==> config.mk <==
export PLATFORM = sky130hd
export DESIGN_NAME = sp_32_5_rr_encode
export DESIGN_NICKNAME = d
export VERILOG_FILES = /design/src/rtl/sp_enc_pkg.sv /design/src/rtl/sp_32_5_rr_pick.sv /design/src/rtl/sp_32_5_rr_encode.sv
export SDC_FILE = /design/constraint.sdc
export NUM_CORES = 1
export LEC_CHECK = 0
export ABC_AREA = 1
export CORE_MARGIN = 4
export CORE_UTILIZATION = 59
export CTS_CLUSTER_DIAMETER = 30
export DETAILED_ROUTE_END_ITERATION = 6
export PLACE_DENSITY_LB_ADDON = 0.15
export SKIP_CTS_REPAIR_TIMING = 1
export SLEW_MARGIN = 20
export SYNTH_ARGS = -nofsm -noshare
export SYNTH_HDL_FRONTEND = slang
export SYNTH_SLANG_ARGS = --single-unit
==> constraint.sdc <==
create_clock -name clk -period 6.7 [get_ports clk]
set_input_delay 1.005 -clock clk [delete_from_list [all_inputs] [get_ports clk]]
set_output_delay 1.005 -clock clk [all_outputs]
set_load 0.01 [all_outputs]
==> src/rtl/sp_enc_pkg.sv <==
// Shared widths for the 32-to-5 round-robin request encoder.
package sp_enc_pkg;
    localparam int unsigned SP_REQ_W = 32;
    localparam int unsigned SP_IDX_W = 5;
    localparam int unsigned SP_CNT_W = 6;
endpackage

==> src/rtl/sp_32_5_rr_pick.sv <==
// Rotating priority find: first set bit of pending at or after ptr, wrapping mod 32.
module sp_32_5_rr_pick
    import sp_enc_pkg::*;
(
    input  logic [SP_REQ_W-1:0] pending,
    input  logic [SP_IDX_W-1:0] ptr,
    output logic [SP_IDX_W-1:0] pick,
    output logic                has_pick
);

    logic [SP_REQ_W-1:0] rot;
    logic [SP_IDX_W-1:0] off;

    // Rotate so bit 0 of rot is pending[ptr], then take the lowest set offset.
    always_comb begin
        rot = SP_REQ_W'({pending, pending} >> ptr);
        off = '0;
        for (int i = SP_REQ_W - 1; i >= 0; i--) begin
            if (rot[i]) begin
                off = SP_IDX_W'(i);
            end
        end
        pick     = off + ptr;
        has_pick = |pending;
    end

endmodule

==> src/rtl/sp_32_5_rr_encode.sv <==
// Round-robin 32-to-5 encoder: captures active-low requests, emits one index per handshake.
module sp_32_5_rr_encode
    import sp_enc_pkg::*;
#(
    parameter int unsigned RESET_PTR = 0
) (
    input  logic                clk,
    input  logic                reset,
    input  logic [SP_REQ_W-1:0] req_b,
    input  logic                load,
    output logic [SP_IDX_W-1:0] out,
    output logic                out_valid,
    input  logic                out_ready,
    output logic                busy,
    output logic [SP_CNT_W-1:0] pend_cnt
);

    logic [SP_REQ_W-1:0] pending;
    logic [SP_REQ_W-1:0] pend_nxt;
    logic [SP_REQ_W-1:0] cap;
    logic [SP_IDX_W-1:0] ptr;
    logic [SP_IDX_W-1:0] pick;
    logic                has_pick;
    logic                advance;
    logic                take;

    sp_32_5_rr_pick u_pick (
        .pending  (pending),
        .ptr      (ptr),
        .pick     (pick),
        .has_pick (has_pick)
    );

    // A capture on the picking edge wins over the clear, so the index is serviced again.
    always_comb begin
        cap      = load ? ~req_b : '0;
        advance  = !out_valid || out_ready;
        take     = advance && has_pick;
        pend_nxt = (pending & ~(take ? (SP_REQ_W'(1) << pick) : '0)) | cap;
    end

    always_ff @(posedge clk or posedge reset) begin
        if (reset) begin
            pending   <= '0;
            ptr       <= SP_IDX_W'(RESET_PTR);
            out       <= '0;
            out_valid <= 1'b0;
        end else begin
            pending <= pend_nxt;
            if (advance) begin
                out_valid <= has_pick;
                if (has_pick) begin
                    out <= pick;
                    ptr <= pick + SP_IDX_W'(1);
                end
            end
        end
    end

    always_comb begin
        pend_cnt = '0;
        for (int i = 0; i < SP_REQ_W; i++) begin
            pend_cnt = pend_cnt + SP_CNT_W'(pending[i]);
        end
        busy = (|pending) || out_valid;
    end

endmodule

; Yosys cells after proc, flatten, opt, wreduce, memory -nomap -nowiden
; Index checks and enable logic that the tools add are counted.
[word_totals]
ff_bits = 43
in_bits = 36
out_inout_bits = 13
word_cells = 83
[classes]
n_addsub = 33
shifts = 2
mux = 34
n_bitwise = 4
n_reduce_logical = 6
[op_table]
columns = cell, n
row1 = two-way mux 5 bit, 32
row2 = adder 6 x 1 -> 6 bit, 26
row3 = two-way mux 32 bit, 2
row4 = NOT 32 bit, 2
row5 = right shift 64 x 5 -> 32 bit, 1
row6 = bitwise AND 32 bit, 1
row7 = OR 32 bit, 1
row8 = OR reduction 32 bit, 1
row9 = << shifter 1 x 5 -> 32 bit (first input constant), 1
row10 = adder 5 x 1 -> 6 bit, 1
row11 = adder 4 x 1 -> 5 bit, 1
row12 = adder 5 x 1 -> 5 bit (second input constant), 1
row13 = adder 5 bit, 1
row14 = adder 3 x 1 -> 4 bit, 1
row15 = adder 2 x 1 -> 3 bit, 1
row16 = adder 1 x 1 -> 2 bit, 1
row17 = logical OR 1 bit, 2
row18 = AND reduction 2 bit, 1
row19 = logical AND 1 bit, 1
row20 = zero test 1 bit, 1

; Longest topological paths before layout
; Gate-level depths: netlist of the first run.
[depth]
word_depth = 39
depth_mapped = 52
mapped_depth_nobuf = 49

; Cells and area by module
; From an unflattened synthesis of the first run, not the netlist that was laid out.
[unflattened]
hier_cells = 905
hier_area_um2 = 5510.3
[by_module_without_submodules]
columns = mod, n_inst, cells_each, area_per_inst_um2
row1 = sp_32_5_rr_encode, 1, 369, 2977.9
row2 = sp_32_5_rr_pick, 1, 536, 2532.4

; Least setup slack after synthesis of the first run
; Ideal clock, no wire load.
[synth_path]
path_kind = register to output
startpoint = register pending[17]
endpoint = output pend_cnt[4]
arrival_ns = 4.469
t_required_ns = 5.695
slack_ns = 1.226
path_stages_with_launch = 16
path_cell_list = dfrtp_1 -> fa_1 -> inv_1 -> fa_1 -> inv_1 -> fa_1 -> inv_1 -> fa_1 -> fa_1 -> fa_1 -> inv_1 -> ha_1 -> inv_1 -> fa_1 -> o21ai_0 -> xor2_1
[synth_between]
elab_chain_cells = 15
[synth_lines]
columns = item, line
row1 = "start, declared", sp_32_5_rr_encode.sv:18  ; logic [SP_REQ_W-1:0] pending;
row2 = "start signal, assigned", sp_32_5_rr_encode.sv:49  ; pending <= pend_nxt;
row3 = adder 6 x 1 -> 6 bit (15 in series), sp_32_5_rr_encode.sv:63  ; pend_cnt = pend_cnt + SP_CNT_W'(pending[i]);
row4 = "end, declared", sp_32_5_rr_encode.sv:15  ; output logic [SP_CNT_W-1:0] pend_cnt
; No other way between the ends.

; Worst setup path in the final report of the first run
; Same ends and word-level chain as after synthesis.

==> metrics.cfg, run 1 <==
[run_status]
status = finished, final reports clean

[logic_synthesis]
synth_simple_gate_area_frac = 0.375
avgSynthCellArea_um2 = 6.47
synth-seq-cells = 43
yosys-top-cells-area = dfrtp_1, nand2_1, nand3_1, fa_1, o21ai_0
synth-xor-area-share = 0.0103
synth_compound_area_frac = 0.150
ys_types = 41
syn_inst = 789
yosysWarningCount = 0
syn_nets = 867
yosys.area.top_type = dfrtp_1
syn_area_um2 = 5100
synth-seq-area-share = 0.211
synth_fa_ha_area_frac = 0.140
synth_top_family_by_area = simple AND/OR/NAND/NOR gates
synth_mux_area_frac = 0.00588
yosysTopAreaCellShare = 0.211

[clock_tree]
clockRootBuffer = clkbuf_8
cts_buffers = 5
clockBufferDepth = 2
clk_pin_slew_ns = 0.09
clock-sinks = 43
htree_levels = 2
cts_tree = built
clock_latency_ns = 0.30

[final_layout]
layout_common_cells = nand2_1, nand3_1, inv_1, o21ai_0, clkdlybuf4s50_1
nNetsFinal = 892
final_common_cell = nand2_1
diodes = 0
multi_input_area_um2 = 3470
syn_to_final_growth_pct = 10.3
seq_area_um2 = 1080
drive_above_1_share = 0.0687
n_fill_cell = 744

[worst_setup_path]
crit_required_ns = 5.69
path_max_fanout = 5
arrival_ns = 5.41
crit_type = reg2out
endpoint_kind = primary output
start_kind = flop

[timing]
finalCriticalPeriod_ns = 6.41
grt_setup_unrepaired = false
slew_headroom = 0.437
drv_slew = 0
whs_ns = 0.495
finalHoldViolCount = 0
fmaxAchievable_mhz = 156
setup_viol = 0
setup_slack_ns = 0.287
finClkSkew_ns = 0.00787
tns_ns = 0
worst_pin_slew_ns = 0.843
period_share = 0.957

[die]
dieArea_um2 = 10200
die_w_um = 101
fp.dieH_um = 101
rows = 33
core-area_um2 = 8300
start_util = 0.615
io_pins = 49

[grt]
grt_max_degree = 44
overflow = 0
grt_pass1_wl_um = 26300
grt_usage = 0.329
grt_pass1_vias = 5327
antenna_found_initial = 0

[min_path]
hp-class = reg2reg

[detailed_routing]
ant_nets = 0
firstDrtPassIters = 6
viasPerCell = 6.03
wl_per_cell_um = 17.4
vias = 5549
wl_um = 16000
drtIter0Drc = 593
drc = 0

[run]
drv_cap = 0

[placed_design]
gp_congestion = 1.03
portBuffers = 48
dpl_worst_slack_ns = 0.591
hpwl_um = 12800

-- logic make-up (layout without fill, tap and decap cells) --
| group | count (synthesis) | count (layout) |
|---|---|---|
| compound gates | 138 | 138 |
| xor+xnor | 6 | 6 |
| mux | 3 | 3 |
| fa+ha+maj | 42 | 42 |
| buf+inv | 121 | 147 |
| flops | 43 | 43 |
| simple gates | 436 | 436 |
-- registers in the layout, summed over array words and instances, names as in the netlist --
name       flops
out            5
out_valid      1
ptr            5
pending       32
-- metrics by stage --
step	util	instance area (um2)	std cells
3_5_place_dp	0.668	5540	912
2_1_floorplan	-	5100	789
5_1_grt	0.678	5630	920
4_1_cts	0.678	5630	920
6_report	0.678	5630	920
3_3_place_gp	0.668	5540	912
-- Yosys cell counts, drive strengths merged --
master,number
nor3,3
nand4,3
xor2,5
clkinv,2
nand3b,1
o22ai,1
nand2,242
xnor2,1
a21oi,6
a211oi,1
dfrtp,43
or4,2
o21a,2
nand3,152
o21bai,1
or2,1
a311oi,1
ha,17
clkbuf,9
nor4,2
a31oi,10
nor2,29
buf,31
mux2i,3
a21boi,2
inv,79
fa,25
a311o,1
or3,1
o21ai,113
-- area by class of cell --
cell class | instances | share of cell area
clock buffer | 6 | 0.0129
clock inverter | 2 | 0.00222
inverter | 81 | 0.0547
multi-input combinational | 625 | 0.617
sequential | 43 | 0.191
tap | 105 | 0.0233
timing repair buffer | 58 | 0.0987
-- critical path, stage by stage (launching register included) --
cell and delay, ns:
dfrtp_1 0.44, fa_1 0.55, inv_1 0.05, fa_1 0.50
inv_1 0.05, fa_1 0.47, inv_1 0.05, fa_1 0.46
fa_1 0.54, fa_1 0.41, inv_1 0.06, ha_1 0.13
inv_1 0.06, fa_1 0.39, o21ai_0 0.23, xor2_1 0.17
clkdlybuf4s50_1 0.55
-- path summary, 6_finish.rpt --
kind | endpoint | slack (ns) | cells after the start | start
worst max-delay path | pend_cnt[4] | 0.29 | 16 | pending[17]
worst min-delay path | out[0] | 0.49 | 2 | out[0]
worst max register to register | pending[25] | 1.29 | 48 | ptr[0]
worst min register to register | out[0] | 0.49 | 2 | out[0]
max in group asynchronous | pending[5] | 5.17 | 3 | reset
min in group asynchronous | ptr[2] | 1.15 | 3 | reset
-- layer usage --
layer / track usage / up-vias / part of all wire
met3: 0.0609 / 37 / 0.089
met2: 0.533 / 266 / 0.46
li1: - / 2652 / -
met5: 0 / - / 0
met4: 0.0736 / 0 / 0.021
met1: 0.461 / 2594 / 0.43
Power of run 1 is left out: the tool's default activity adds up to more than one toggle a clock period on the data nets, which glitch-free logic cannot reach.
==> inputs of run 2 (changes only) <==
CELL_PAD_IN_SITES_DETAIL_PLACEMENT = 0   (was unset)
CELL_PAD_IN_SITES_GLOBAL_PLACEMENT = 1   (was unset)
CORE_UTILIZATION = 42   (was 59)
TNS_END_PERCENT = 10   (was unset)
==> run 2 against run 1 <==
Worst hold slack improved by 0.0014 ns. Non-clock buffer count did not move. Sequential share of layout area decreased by 0.38 points. Via count is 1.0% lower. Core utilization fell by 19 points. Worst setup slack gained 0.00062 ns. Clock skew shrank 0.0037 ns. Maximum frequency about the same. Critical path depth unchanged. Global-route usage down 7.7 points.
==> metrics.cfg, run 2 (synthesis results as in run 1) <==
[final_layout]
nNetsFinal = 892  ; unchanged
syn_to_final_growth_pct = 12.6
final_common_cell = nand2_1
layout_common_cells = nand2_1, nand3_1, inv_1, o21ai_0, clkdlybuf4s50_1
largest-register = pending
diodes = 0  ; unchanged
drive_above_1_share = 0.0699  ; +0.00123
top_regs = pending: 32 flops, out: 5 flops, ptr: 5 flops
largest_reg_flops = 32  ; unchanged

[timing]
finalCriticalPeriod_ns = 6.41  ; -0.000617 ns
drv_slew = 0  ; unchanged
whs_ns = 0.496  ; +0.00140 ns
finClkSkew_ns = 0.00421  ; -0.00366 ns
grt_setup_unrepaired = false
period_share = 0.957  ; about the same
worst_pin_slew_ns = 0.925  ; +0.0825 ns
finalHoldViolCount = 0  ; unchanged
setup_viol = 0  ; unchanged
tns_ns = 0  ; unchanged
fmaxAchievable_mhz = 156  ; about the same
slew_headroom = 0.382  ; -0.0551

[die]
dieArea_um2 = 14000  ; +37%
rows = 39  ; +18%
die_w_um = 118  ; +17%
core-area_um2 = 11700  ; +41%
fp.dieH_um = 118  ; +17%
start_util = 0.438  ; -0.177
io_pins = 49  ; unchanged

[grt]
grt_pass1_wl_um = 28000  ; +6.5%
grt_max_degree = 44  ; unchanged
overflow = 0  ; unchanged
grt_usage = 0.252  ; -0.0772
antenna_found_initial = 0  ; unchanged
grt_pass1_vias = 5239  ; -1.7%

[worst_setup_path]
cp_cell_sequence = fa_1, inv_1, fa_1, inv_1, fa_1, inv_1, fa_1, fa_1, fa_1, inv_1, ha_1, inv_1, fa_1, o21ai_0, xor2_1, clkdlybuf4s50_1
crit_top_cell = fa_1
arrival_ns = 5.41  ; about the same
path_max_fanout = 5  ; unchanged
crit_required_ns = 5.69  ; about the same
worst-path-stages = 16  ; unchanged
cp_slowest_cell = clkdlybuf4s50_1
rr_worst_depth = 47  ; -2.1%
critPathBufInv = 6  ; unchanged
start_kind = flop
endpoint_kind = primary output
critical_path.top_delay_family = adder cells
cpPeakStageDelay_ns = 0.55  ; about the same
crit_type = reg2out

[run_status]
status = finished, final reports clean

[clock_tree]
clockBufferDepth = 2  ; unchanged
clock-sinks = 43  ; unchanged
cts_tree = built
cts_buffers = 5  ; unchanged
clockRootBuffer = clkbuf_16
htree_levels = 2  ; unchanged
clock_latency_ns = 0.28  ; -0.02 ns
clk_pin_slew_ns = 0.07  ; -0.02 ns

[detailed_routing]
drc = 0  ; unchanged
wl_um = 17800  ; +11%
vias = 5492  ; -1.0%
drtIter0Drc = 523  ; -12%
ant_nets = 0  ; unchanged
viasPerCell = 5.73  ; -5.0%
wl_per_cell_um = 18.6  ; +6.7%
firstDrtPassIters = 6  ; unchanged

[run]
drv_cap = 0  ; unchanged

[placed_design]
gp_congestion = 0.948  ; -8.3%
hpwl_um = 14400  ; +12%
portBuffers = 48  ; unchanged

[min_path]
hold_depth = 2  ; unchanged
hp-class = reg2reg

run 2: cell count changes in the layout (fill, tap and decap cells not counted):
| cell | before | now |
|---|---|---|
| clkbuf_16 | 0 | 5 |
| clkbuf_8 | 5 | 1 |
| inv_6 | 0 | 1 |
| clkbuf_1 | 1 | 0 |
| clkinvlp_4 | 1 | 0 |
run 2: final cells by class:
cell class | instances | area, um2
multi-input combinational | 625 | 3470
tap | 143 | 179
clock buffer | 6 | 139
timing repair buffer | 58 | 556
sequential | 43 | 1080
clock inverter | 2 | 13.8
fill | 1235 | 5920
inverter | 81 | 308
run 2: metal layers:
metal,part of all wire,GRT usage,up-vias
met4,0.017,0.0542,0
li1,-,-,2652
met3,0.064,0.0420,24
met1,0.47,0.363,2648
met2,0.45,0.399,168
met5,0,0,-
run 2: tightest hold or removal path, delay by kind of cell (launching register included):
kind	cells	cell delay (ns)
AO/OA/AOI/OAI	1	0.06
flip-flops	1	0.35
AND/OR/NAND/NOR	1	0.05
run 2: final timing paths:
path                             start           to  slack [ns]
min in group asynchronous        reset  pending[30]        1.18
min                             out[0]       out[0]        0.50
max reg2reg                     ptr[1]  pending[23]        1.14
min reg2reg                     out[0]       out[0]        0.50
max                        pending[17]  pend_cnt[4]        0.29
max in group asynchronous        reset  pending[19]        5.13
run 2: per-stage QoR:
stage | setup slack, ns | instances | utilization | cell area [um2]
floorplan | 1.23 | 789 | - | 5100
global placement | 0.623 | 950 | 0.479 | 5590
detailed placement | 0.568 | 950 | 0.479 | 5590
CTS | 0.268 | 958 | 0.493 | 5740
global route | 0.0828 | 958 | 0.493 | 5740
finish | 0.287 | 958 | 0.493 | 5740
Power of run 2 is left out for the same reason.
